$ cat src/rtl/sixteen_bit_adder_rtl.sv
// Registered BITS-wide ripple-carry adder with carry-in/carry-out and a valid flag.
// Define SIXTEEN_BIT_ADDER_OVF_EN to add the registered signed Overflow output.
module sixteen_bit_adder_rtl #(
    parameter int BITS = 16
) (
    input  logic            clk,
    input  logic            rst,
    input  logic [BITS-1:0] A,
    input  logic [BITS-1:0] B,
    input  logic            CarryIN,
    input  logic            InValid,
    output logic [BITS-1:0] Sum,
    output logic            CarryOUT,
    output logic            OutValid
`ifdef SIXTEEN_BIT_ADDER_OVF_EN
    ,
    output logic            Overflow
`endif
);

    logic [BITS:0]   carry_s;
    logic [BITS-1:0] sum_s;

    // Full-adder chain; carry_s[i] is the carry into bit i.
    always_comb begin
        carry_s    = '0;
        sum_s      = '0;
        carry_s[0] = CarryIN;
        for (int i = 0; i < BITS; i++) begin
            sum_s[i]       = A[i] ^ B[i] ^ carry_s[i];
            carry_s[i+1]   = (A[i] & B[i]) | (carry_s[i] & (A[i] ^ B[i]));
        end
    end

    // Result register: captures on valid input, holds otherwise.
    always_ff @(posedge clk or posedge rst) begin
        if (rst) begin
            Sum      <= '0;
            CarryOUT <= 1'b0;
            OutValid <= 1'b0;
        end else begin
            OutValid <= InValid;
            if (InValid) begin
                Sum      <= sum_s;
                CarryOUT <= carry_s[BITS];
            end else begin
                Sum      <= Sum;
                CarryOUT <= CarryOUT;
            end
        end
    end

`ifdef SIXTEEN_BIT_ADDER_OVF_EN
    // Signed overflow: carries into and out of the sign bit disagree.
    always_ff @(posedge clk or posedge rst) begin
        if (rst) begin
            Overflow <= 1'b0;
        end else if (InValid) begin
            Overflow <= carry_s[BITS] ^ carry_s[BITS-1];
        end else begin
            Overflow <= Overflow;
        end
    end
`endif

endmodule

$ cat config.mk
export PLATFORM = sky130hd
export DESIGN_NAME = sixteen_bit_adder_rtl
export DESIGN_NICKNAME = d
export VERILOG_FILES = /design/src/rtl/sixteen_bit_adder_rtl.sv
export SDC_FILE = /design/constraint.sdc
export NUM_CORES = 1
export LEC_CHECK = 0
export BUFFER_PORTS_ARGS = -buffer_cell sky130_fd_sc_hd__buf_2
export CORE_MARGIN = 2
export CORE_UTILIZATION = 30
export DETAILED_ROUTE_END_ITERATION = 7
export GPL_TIMING_DRIVEN = 1
export PLACE_DENSITY_LB_ADDON = 0.2
export SKIP_CTS_REPAIR_TIMING = 1
export SYNTH_ARGS = -nofsm -noshare
export SYNTH_HDL_FRONTEND = slang
export SYNTH_SLANG_ARGS = --single-unit
$ cat constraint.sdc
create_clock -name clk -period 0.8 [get_ports clk]
set_input_delay 0.12 -clock clk [delete_from_list [all_inputs] [get_ports clk]]
set_output_delay 0.12 -clock clk [all_outputs]
set_load 0.05 [all_outputs]
==> After elaboration in Yosys (flattened, before gate mapping) <==
Cells that the tools add are included.
{ "totals": {"reg_bits": 18, "output_inout_bits": 18} }
{ "classes": {"n_bitwise": 80} }
{ "op_table": {"columns": ["operator", "n"], "rows": [
  ["$and 1x1->1", 32],
  ["$xor 1x1->1", 32],
  ["$or 1x1->1", 16]
]} }

==> Longest topological paths before layout <==
Gate-level depths: netlist (run 1).
{ "depth": {"depth_word": 33, "depth_mapped": 20, "ltp_nobuf": 20} }

==> Worst setup path after synthesis (run 1) <==
Ideal clock, no wire load.
{ "synth_path": {"path_kind": "input-to-reg", "startpoint": "input port A[0]", "endpoint": "register Sum[15]", "n_path_buf": 0, "cell_stages": 20, "arrival_time_ns": 6.250, "setup_slack_ns": -5.530, "t_required_ns": 0.721, "path_cell_list": "fa_1 > inv_1 > fa_1 > inv_1 > fa_1 > fa_1 > fa_1 > fa_1 > fa_1 > fa_1 > fa_1 > fa_1 > fa_1 > fa_1 > fa_1 > fa_1 > fa_1 > inv_1 > fa_1 > mux2i_1"} }
{ "synth_via": {"elab_chain_len": 32, "word_cells_on_any_way": 33} }
{ "synth_lines": {"columns": ["element", "line_no", "rtl"], "rows": [
  ["from (decl)", "8", "input logic [BITS-1:0] A,"],
  ["$xor 1x1->1", "31", "carry_s[i+1] = (A[i] & B[i]) | (carry_s[i] & (A[i] ^ B[i]));"],
  ["$and 1x1->1", "31", null],
  ["$or 1x1->1 *", "31", null],
  ["$and 1x1->1 *", "31", null],
  ["$or 1x1->1 *", "31", null],
  ["$and 1x1->1 *", "31", null],
  ["$or 1x1->1 *", "31", null],
  ["$and 1x1->1 *", "31", null],
  ["(+16 left out)", null, null],
  ["$or 1x1->1 *", "31", null],
  ["$and 1x1->1 *", "31", null],
  ["$or 1x1->1 *", "31", null],
  ["$and 1x1->1 *", "31", null],
  ["$or 1x1->1 *", "31", null],
  ["$and 1x1->1 *", "31", null],
  ["$or 1x1->1 *", "31", null],
  ["$xor 1x1->1 *", "30", "sum_s[i] = A[i] ^ B[i] ^ carry_s[i];"],
  ["to (signal assigned)", "44", "Sum <= sum_s;"],
  ["to (signal assigned)", "47", "Sum <= Sum;"],
  ["to (decl)", "12", "output logic [BITS-1:0] Sum,"]
]} }
Mark *: on every way between the ends. The rest lies on a longest branch, timed or not.
A chain may end at the register's enable or synchronous reset.

==> Final worst setup path (run 1) <==
Ends and elaborated chain as after synthesis.

==> flow_summary.ini, run 1 <==
[outcome]
violations = negative setup slack
status = finished, violations left

[worst_setup_path]
path_max_fanout = 1
crit_path_frequent_cell = sky130_fd_sc_hd__fa_2
crit_path_max_incr_delay_ns = 0.40
crit_type = in2reg
critPathSlowestCell = sky130_fd_sc_hd__fa_1
r2r_path_start = Sum[6]
setup.worst_path.end_class = flip-flop
cp.required_ns = 1.02
path_cells = buf_6 -> fa_2 -> inv_2 -> fa_2 -> inv_2 -> fa_2 -> fa_2 -> fa_2 -> fa_2 -> fa_2 -> fa_2 -> fa_2 -> fa_2 -> fa_2 -> fa_2 -> fa_2 -> fa_2 -> fa_2 -> inv_2 -> fa_1 -> mux2i_1
worst_ep_arrival_time_ns = 6.02
critical_path_start = A[0]
critPathLaunchType = input port

[cells_and_area]
layout-area-overhead-vs-synth_pct = 57.2
fin_nets = 184
layout.cells.non_filler = 177
post_route_cells_drive_above_1_share_pct = 77.1
layout.core_utilization_pct = 49.4
antennaDiodeCount = 0

[place]
place.gp.congestion = 0.640
numPortBuffers = 53
post-place-ws_ns = -5.35
detailedPlacementHpwl_mm = 1.72
post-place-cells = 165

[floorplan]
core_area_sq_um = 3340
start_util_pct = 31.4
rows = 21
die_h_um = 63.1
die_area_sq_um = 3980
die_w_um = 63.1
design.portCount = 54

[detailed_routing]
per_cell_via_count_in_the_routed_design = 4.16
wirelength_mm = 2.24
wl_per_cell_um = 12.7
drc = 0
route.vias.total = 737
drt-pass1-iter-count = 2
drt_iter0_markers = 9
ant_nets = 0

[clocking]
clock_tree_from_tritoncts = built
worstSkewPairLatency_ns = 0.29
clock-sinks = 18
cts_max_path_buffers = 2
root_buffer = sky130_fd_sc_hd__clkbuf_4
cts-buffers-inserted = 3
h-tree-depth = 1
worst_path_clk_slew_ns = 0.10

[timing]
max_slew.worst_pin.slew_ns = 0.125
hold_viol = 0
max_freq_mhz = 172
timing.final.crit_share_pct = 725
grt_setup_unrepaired = true
timing.clock.skew_ns = 0
fin_ws_ns = -5.00
relSlewSlack_pct = 91.4
finalSetupViolations = 34
max_transition_viols_final = 0
timing.final.crit_period_ns = 5.80
whs_ns = 0.144
fin_tns_setup_ns = -47.68

[pwr]
leakage_nw = 0.802
internal-power_mw = 2.23
sw_frac_of_total_pct = 41.0
switchingPower_mw = 1.55
pwr_density_cell_nw_per_um2 = 2290
combPwrFrac_pct = 53.7
clkPwrFrac_pct = 12.6
ir_worst_vdd_uv = 983
power_frac_seq_pct = 33.7

[logic_synthesis]
ys_top_cells_by_count = 18 x sky130_fd_sc_hd__dfrtp_1, 16 x sky130_fd_sc_hd__fa_1, 10 x sky130_fd_sc_hd__inv_1, 8 x sky130_fd_sc_hd__mux2_2, 6 x sky130_fd_sc_hd__mux2_4
yosysMostFrequentCell = sky130_fd_sc_hd__dfrtp_1
post-synth-top-area-fraction_pct = 43.0
ys_ff_latch = 18
synth.net_count = 116
synthFlopType = sky130_fd_sc_hd__dfrtp_1
syn-cell-area_sq_um = 1050
synth-seq-area-share_pct = 43.0
synth_edf_count = 0
synthDistinctLibCells = 10
ys.warnings.count = 0
average_footprint_of_a_synthesized_cell_sq_um = 16.4
synthDominantAreaCellType = sky130_fd_sc_hd__dfrtp_1
synth_async_sr_flop_share_pct = 100
post_synth_main_area_contributors = sky130_fd_sc_hd__dfrtp_1 43%, sky130_fd_sc_hd__fa_1 31%, sky130_fd_sc_hd__mux2_2 8.6%
post_synth_inst_count = 64

[grt]
grt_antenna_before_repair = 0
grt_first_pass_wirelength_mm = 3.57
largest_net_degree_at_the_start_of_global_routing = 19
number_of_global_route_vias_before_repair = 803
grt_util_all_layers_pct = 11.8
grt.overflow.total = 0

[hold_path]
worstHoldStart = InValid
timing.hold.worst.class = in2reg

[flow_run]
maxCapViolations = 0
==> power by group through the flow <==
stage | sequential, mW | clock (mW) | combinational [mW]
after global placement | 1.23 | 0 | 1.59
after floorplan | 1.97 | 0 | 0.438
after CTS | 1.22 | 0.505 | 1.63
final | 1.27 | 0.476 | 2.03
after detailed placement | 1.23 | 0 | 1.63
after global routing | 1.30 | 0.543 | 2.15
==> worst max-delay path: cells and delay by family <==
family | cells | cell delay (ns)
buffers and inverters | 4 | 0.26
muxes | 1 | 0.15
adders and majority gates | 16 | 5.50
==> worst paths after layout <==
| kind | endpoint | slack [ns] | cells past startpoint |
|---|---|---|---|
| min reg2reg | Sum[9] | 0.54 | 1 |
| max | Sum[15] | -5.00 | 21 |
| max reg2reg | Sum[6] | -0.12 | 2 |
| max in group asynchronous | Sum[11] | 0.28 | 4 |
| min | OutValid | 0.14 | 2 |
| min in group asynchronous | Sum[1] | 0.36 | 4 |
==> layout make-up <==
type / instances / area (sq um)
Fill cell: 307 / 1690
Tap cell: 46 / 57.6
Timing Repair Buffer: 65 / 489
Sequential cell: 18 / 452
Multi-Input combinational cell: 34 / 586
Clock buffer: 4 / 26.3
Inverter: 10 / 37.5
==> routing by layer <==
metal	part of all wire [%]	up-vias	global-route usage, %
li1	-	335	-
met3	7.4	2	3.57
met2	53	31	19.5
met1	39	369	14.0
met4	0.67	0	5.83
met5	0	-	0
==> stage by stage <==
| step | cell area (sq um) | power, mW |
|---|---|---|
| 2_1_floorplan | 1090 | 2.41 |
| 3_3_place_gp | 1430 | 2.82 |
| 3_5_place_dp | 1430 | 2.87 |
| 4_1_cts | 1450 | 3.36 |
| 5_1_grt | 1650 | 3.99 |
| 6_report | 1650 | 3.78 |
==> layout by cell type, fill, tap and decap left out <==
cell	n
sky130_fd_sc_hd__buf_2	34
sky130_fd_sc_hd__buf_6	19
sky130_fd_sc_hd__inv_2	3
sky130_fd_sc_hd__dfrtp_1	17
sky130_fd_sc_hd__clkbuf_4	3
sky130_fd_sc_hd__clkbuf_1	1
sky130_fd_sc_hd__a21oi_2	1
sky130_fd_sc_hd__fa_1	1
sky130_fd_sc_hd__buf_4	10
sky130_fd_sc_hd__buf_12	1
sky130_fd_sc_hd__fa_2	15
sky130_fd_sc_hd__inv_1	7
sky130_fd_sc_hd__mux2i_1	2
sky130_fd_sc_hd__dlygate4sd3_1	1
sky130_fd_sc_hd__mux2_4	10
sky130_fd_sc_hd__dfrtp_2	1
sky130_fd_sc_hd__mux2_2	4
sky130_fd_sc_hd__nor2_1	1
==> cells by family after synthesis <==
logic type               after synthesis  share of synthesized area (%)
AO/OA/AOI/OAI                          1                          0.477
adder cells (fa/ha/maj)               16                           30.5
buffers and inverters                 12                           6.56
flip-flops                            18                           43.0
multiplexers                          16                           19.1
AND/OR/NAND/NOR                        1                          0.358
==> registers in the layout, summed over array words and instances (netlist names) <==
| register | cells |
|---|---|
| Sum | 16 |
| OutValid | 1 |
| CarryOUT | 1 |
Power figures use the tool's default switching activity.
==> run 2, diff against run 1 <==
Settings changed: CORE_UTILIZATION 30 to 35, SKIP_LAST_GASP set to 1.
==> run 2 against run 1 <==
- the run ends with design-rule violations, negative setup slack left
- combinational power hardly changed
- via count shrank 4.2%
- register-to-register slack hardly changed
- sequential power about the same
==> flow_summary.ini, run 2 (synthesis gave the netlist of run 1 again) <==
[detailed_routing]
per_cell_via_count_in_the_routed_design = 4.39
drc = 4
drt_iter0_markers = 16
wirelength_mm = 2.17
wl_per_cell_um = 13.5
route.vias.total = 706
drt-pass1-iter-count = 6
ant_nets = 0

[clocking]
clock-sinks = 18
worst_path_clk_slew_ns = 0.11
cts_max_path_buffers = 2
cts-buffers-inserted = 3
root_buffer = sky130_fd_sc_hd__clkbuf_4
clock_tree_from_tritoncts = built
worstSkewPairLatency_ns = 0.28
h-tree-depth = 1

[cells_and_area]
post_route_cells_drive_above_1_share_pct = 77.7
fin_nets = 183
layout.core_utilization_pct = 58.3
num-fill-cells = 231
layout-area-overhead-vs-synth_pct = 56.0
antennaDiodeCount = 0
max_reg_flops = 16
most_common_cell_after_layout_fill_and_taps_aside = sky130_fd_sc_hd__buf_2
register_area_sq_um = 452
registers.top_by_ff_count = Sum
layout.cells.most_common_list = 34 x sky130_fd_sc_hd__buf_2, 19 x sky130_fd_sc_hd__buf_6, 17 x sky130_fd_sc_hd__dfrtp_1
top_regs = Sum x16, CarryOUT x1, OutValid x1
multi_input_area_sq_um = 599

[pwr]
power_frac_seq_pct = 33.5
pwr_density_cell_nw_per_um2 = 2320
leakage_nw = 0.809
combPwrFrac_pct = 53.9
sw_frac_of_total_pct = 40.8
internal-power_mw = 2.25
clkPwrFrac_pct = 12.6
ir_worst_vdd_uv = 1010
switchingPower_mw = 1.55

[worst_setup_path]
cp.required_ns = 1.01
critPathLaunchType = input port
crit_type = in2reg
setup.worst_path.end_class = flip-flop
worst_ep_arrival_time_ns = 6.04
path_max_fanout = 1

[grt]
grt.overflow.total = 0
number_of_global_route_vias_before_repair = 771
grt_util_all_layers_pct = 13.0
grt_first_pass_wirelength_mm = 3.26
grt_antenna_before_repair = 0
largest_net_degree_at_the_start_of_global_routing = 20

[floorplan]
core_area_sq_um = 2810
rows = 19
die_w_um = 58.7
die_area_sq_um = 3450
design.portCount = 54
die_h_um = 58.7
start_util_pct = 37.4

[timing]
relSlewSlack_pct = 84.5
timing.clock.skew_ns = 0
timing.final.crit_period_ns = 5.83
max_freq_mhz = 172
max_slew.worst_pin.slew_ns = 0.233
fin_tns_setup_ns = -47.82
grt_setup_unrepaired = true
hold_viol = 0
fin_ws_ns = -5.03
timing.final.crit_share_pct = 729
max_transition_viols_final = 0
finalSetupViolations = 34

[place]
place.gp.congestion = 0.674
numPortBuffers = 53
detailedPlacementHpwl_mm = 1.58
post-place-ws_ns = -5.39

[flow_run]
maxCapViolations = 0

[outcome]
violations = design-rule violations, negative setup slack
status = finished, violations left

[hold_path]
timing.hold.worst.class = in2reg
run 2: through the flow:
stage / instances / cell area (sq um) / power, mW / hold slack (ns)
floorplan: 64 / 1090 / 2.41 / 0.0585
global placement: 149 / 1400 / 2.81 / 0.149
detailed placement: 149 / 1400 / 2.85 / 0.155
CTS: 153 / 1430 / 3.34 / -0.173
global route: 161 / 1640 / 4.00 / 0.138
finish: 161 / 1640 / 3.80 / 0.146
run 2: layer usage:
metal	wire length (um)	share of wire, %	global-route usage (%)
met3	155	7.1	3.30
met5	0	0	0
met4	13	0.60	6.49
met2	1160	53	22.4
met1	844	39	14.8
run 2: path summary, 6_finish.rpt:
path	start	cells after the start	to	slack (ns)
max in group asynchronous	rst	4	Sum[0]	0.20
worst max register to register	Sum[10]	2	Sum[10]	-0.11
worst min register to register	CarryOUT	2	CarryOUT	0.55
worst min-delay path	InValid	2	OutValid	0.15
min in group asynchronous	rst	4	Sum[8]	0.39
worst max-delay path	A[0]	21	Sum[15]	-5.03
run 2: cell type report:
| cell class | count | area share [%] |
|---|---|---|
| Multi-Input combinational cell | 34 | 36.6 |
| Sequential cell | 18 | 27.6 |
| Inverter | 10 | 2.30 |
| Timing Repair Buffer | 64 | 29.5 |
| Clock buffer | 4 | 1.61 |
| Tap cell | 31 | 2.37 |
run 2: power groups by stage:
stage	combinational [mW]	clock, mW	sequential [mW]
final	2.05	0.479	1.27
after global routing	2.18	0.531	1.30
after CTS	1.61	0.501	1.22
after detailed placement	1.61	0	1.24
after global placement	1.58	0	1.23
after floorplan	0.438	0	1.97
run 2: critical path, cell delays in order:
cell and delay, ns:
sky130_fd_sc_hd__buf_6 0.09, sky130_fd_sc_hd__fa_2 0.38, sky130_fd_sc_hd__inv_2 0.07, sky130_fd_sc_hd__fa_2 0.18, sky130_fd_sc_hd__inv_2 0.03, sky130_fd_sc_hd__fa_2 0.34, sky130_fd_sc_hd__fa_2 0.37, sky130_fd_sc_hd__fa_2 0.34
sky130_fd_sc_hd__fa_2 0.35, sky130_fd_sc_hd__fa_2 0.36, sky130_fd_sc_hd__fa_2 0.36, sky130_fd_sc_hd__fa_2 0.35, sky130_fd_sc_hd__fa_2 0.35, sky130_fd_sc_hd__fa_2 0.34, sky130_fd_sc_hd__fa_2 0.35, sky130_fd_sc_hd__fa_2 0.35
sky130_fd_sc_hd__fa_2 0.35, sky130_fd_sc_hd__fa_2 0.34, sky130_fd_sc_hd__inv_2 0.06, sky130_fd_sc_hd__fa_2 0.41, sky130_fd_sc_hd__mux2i_1 0.13
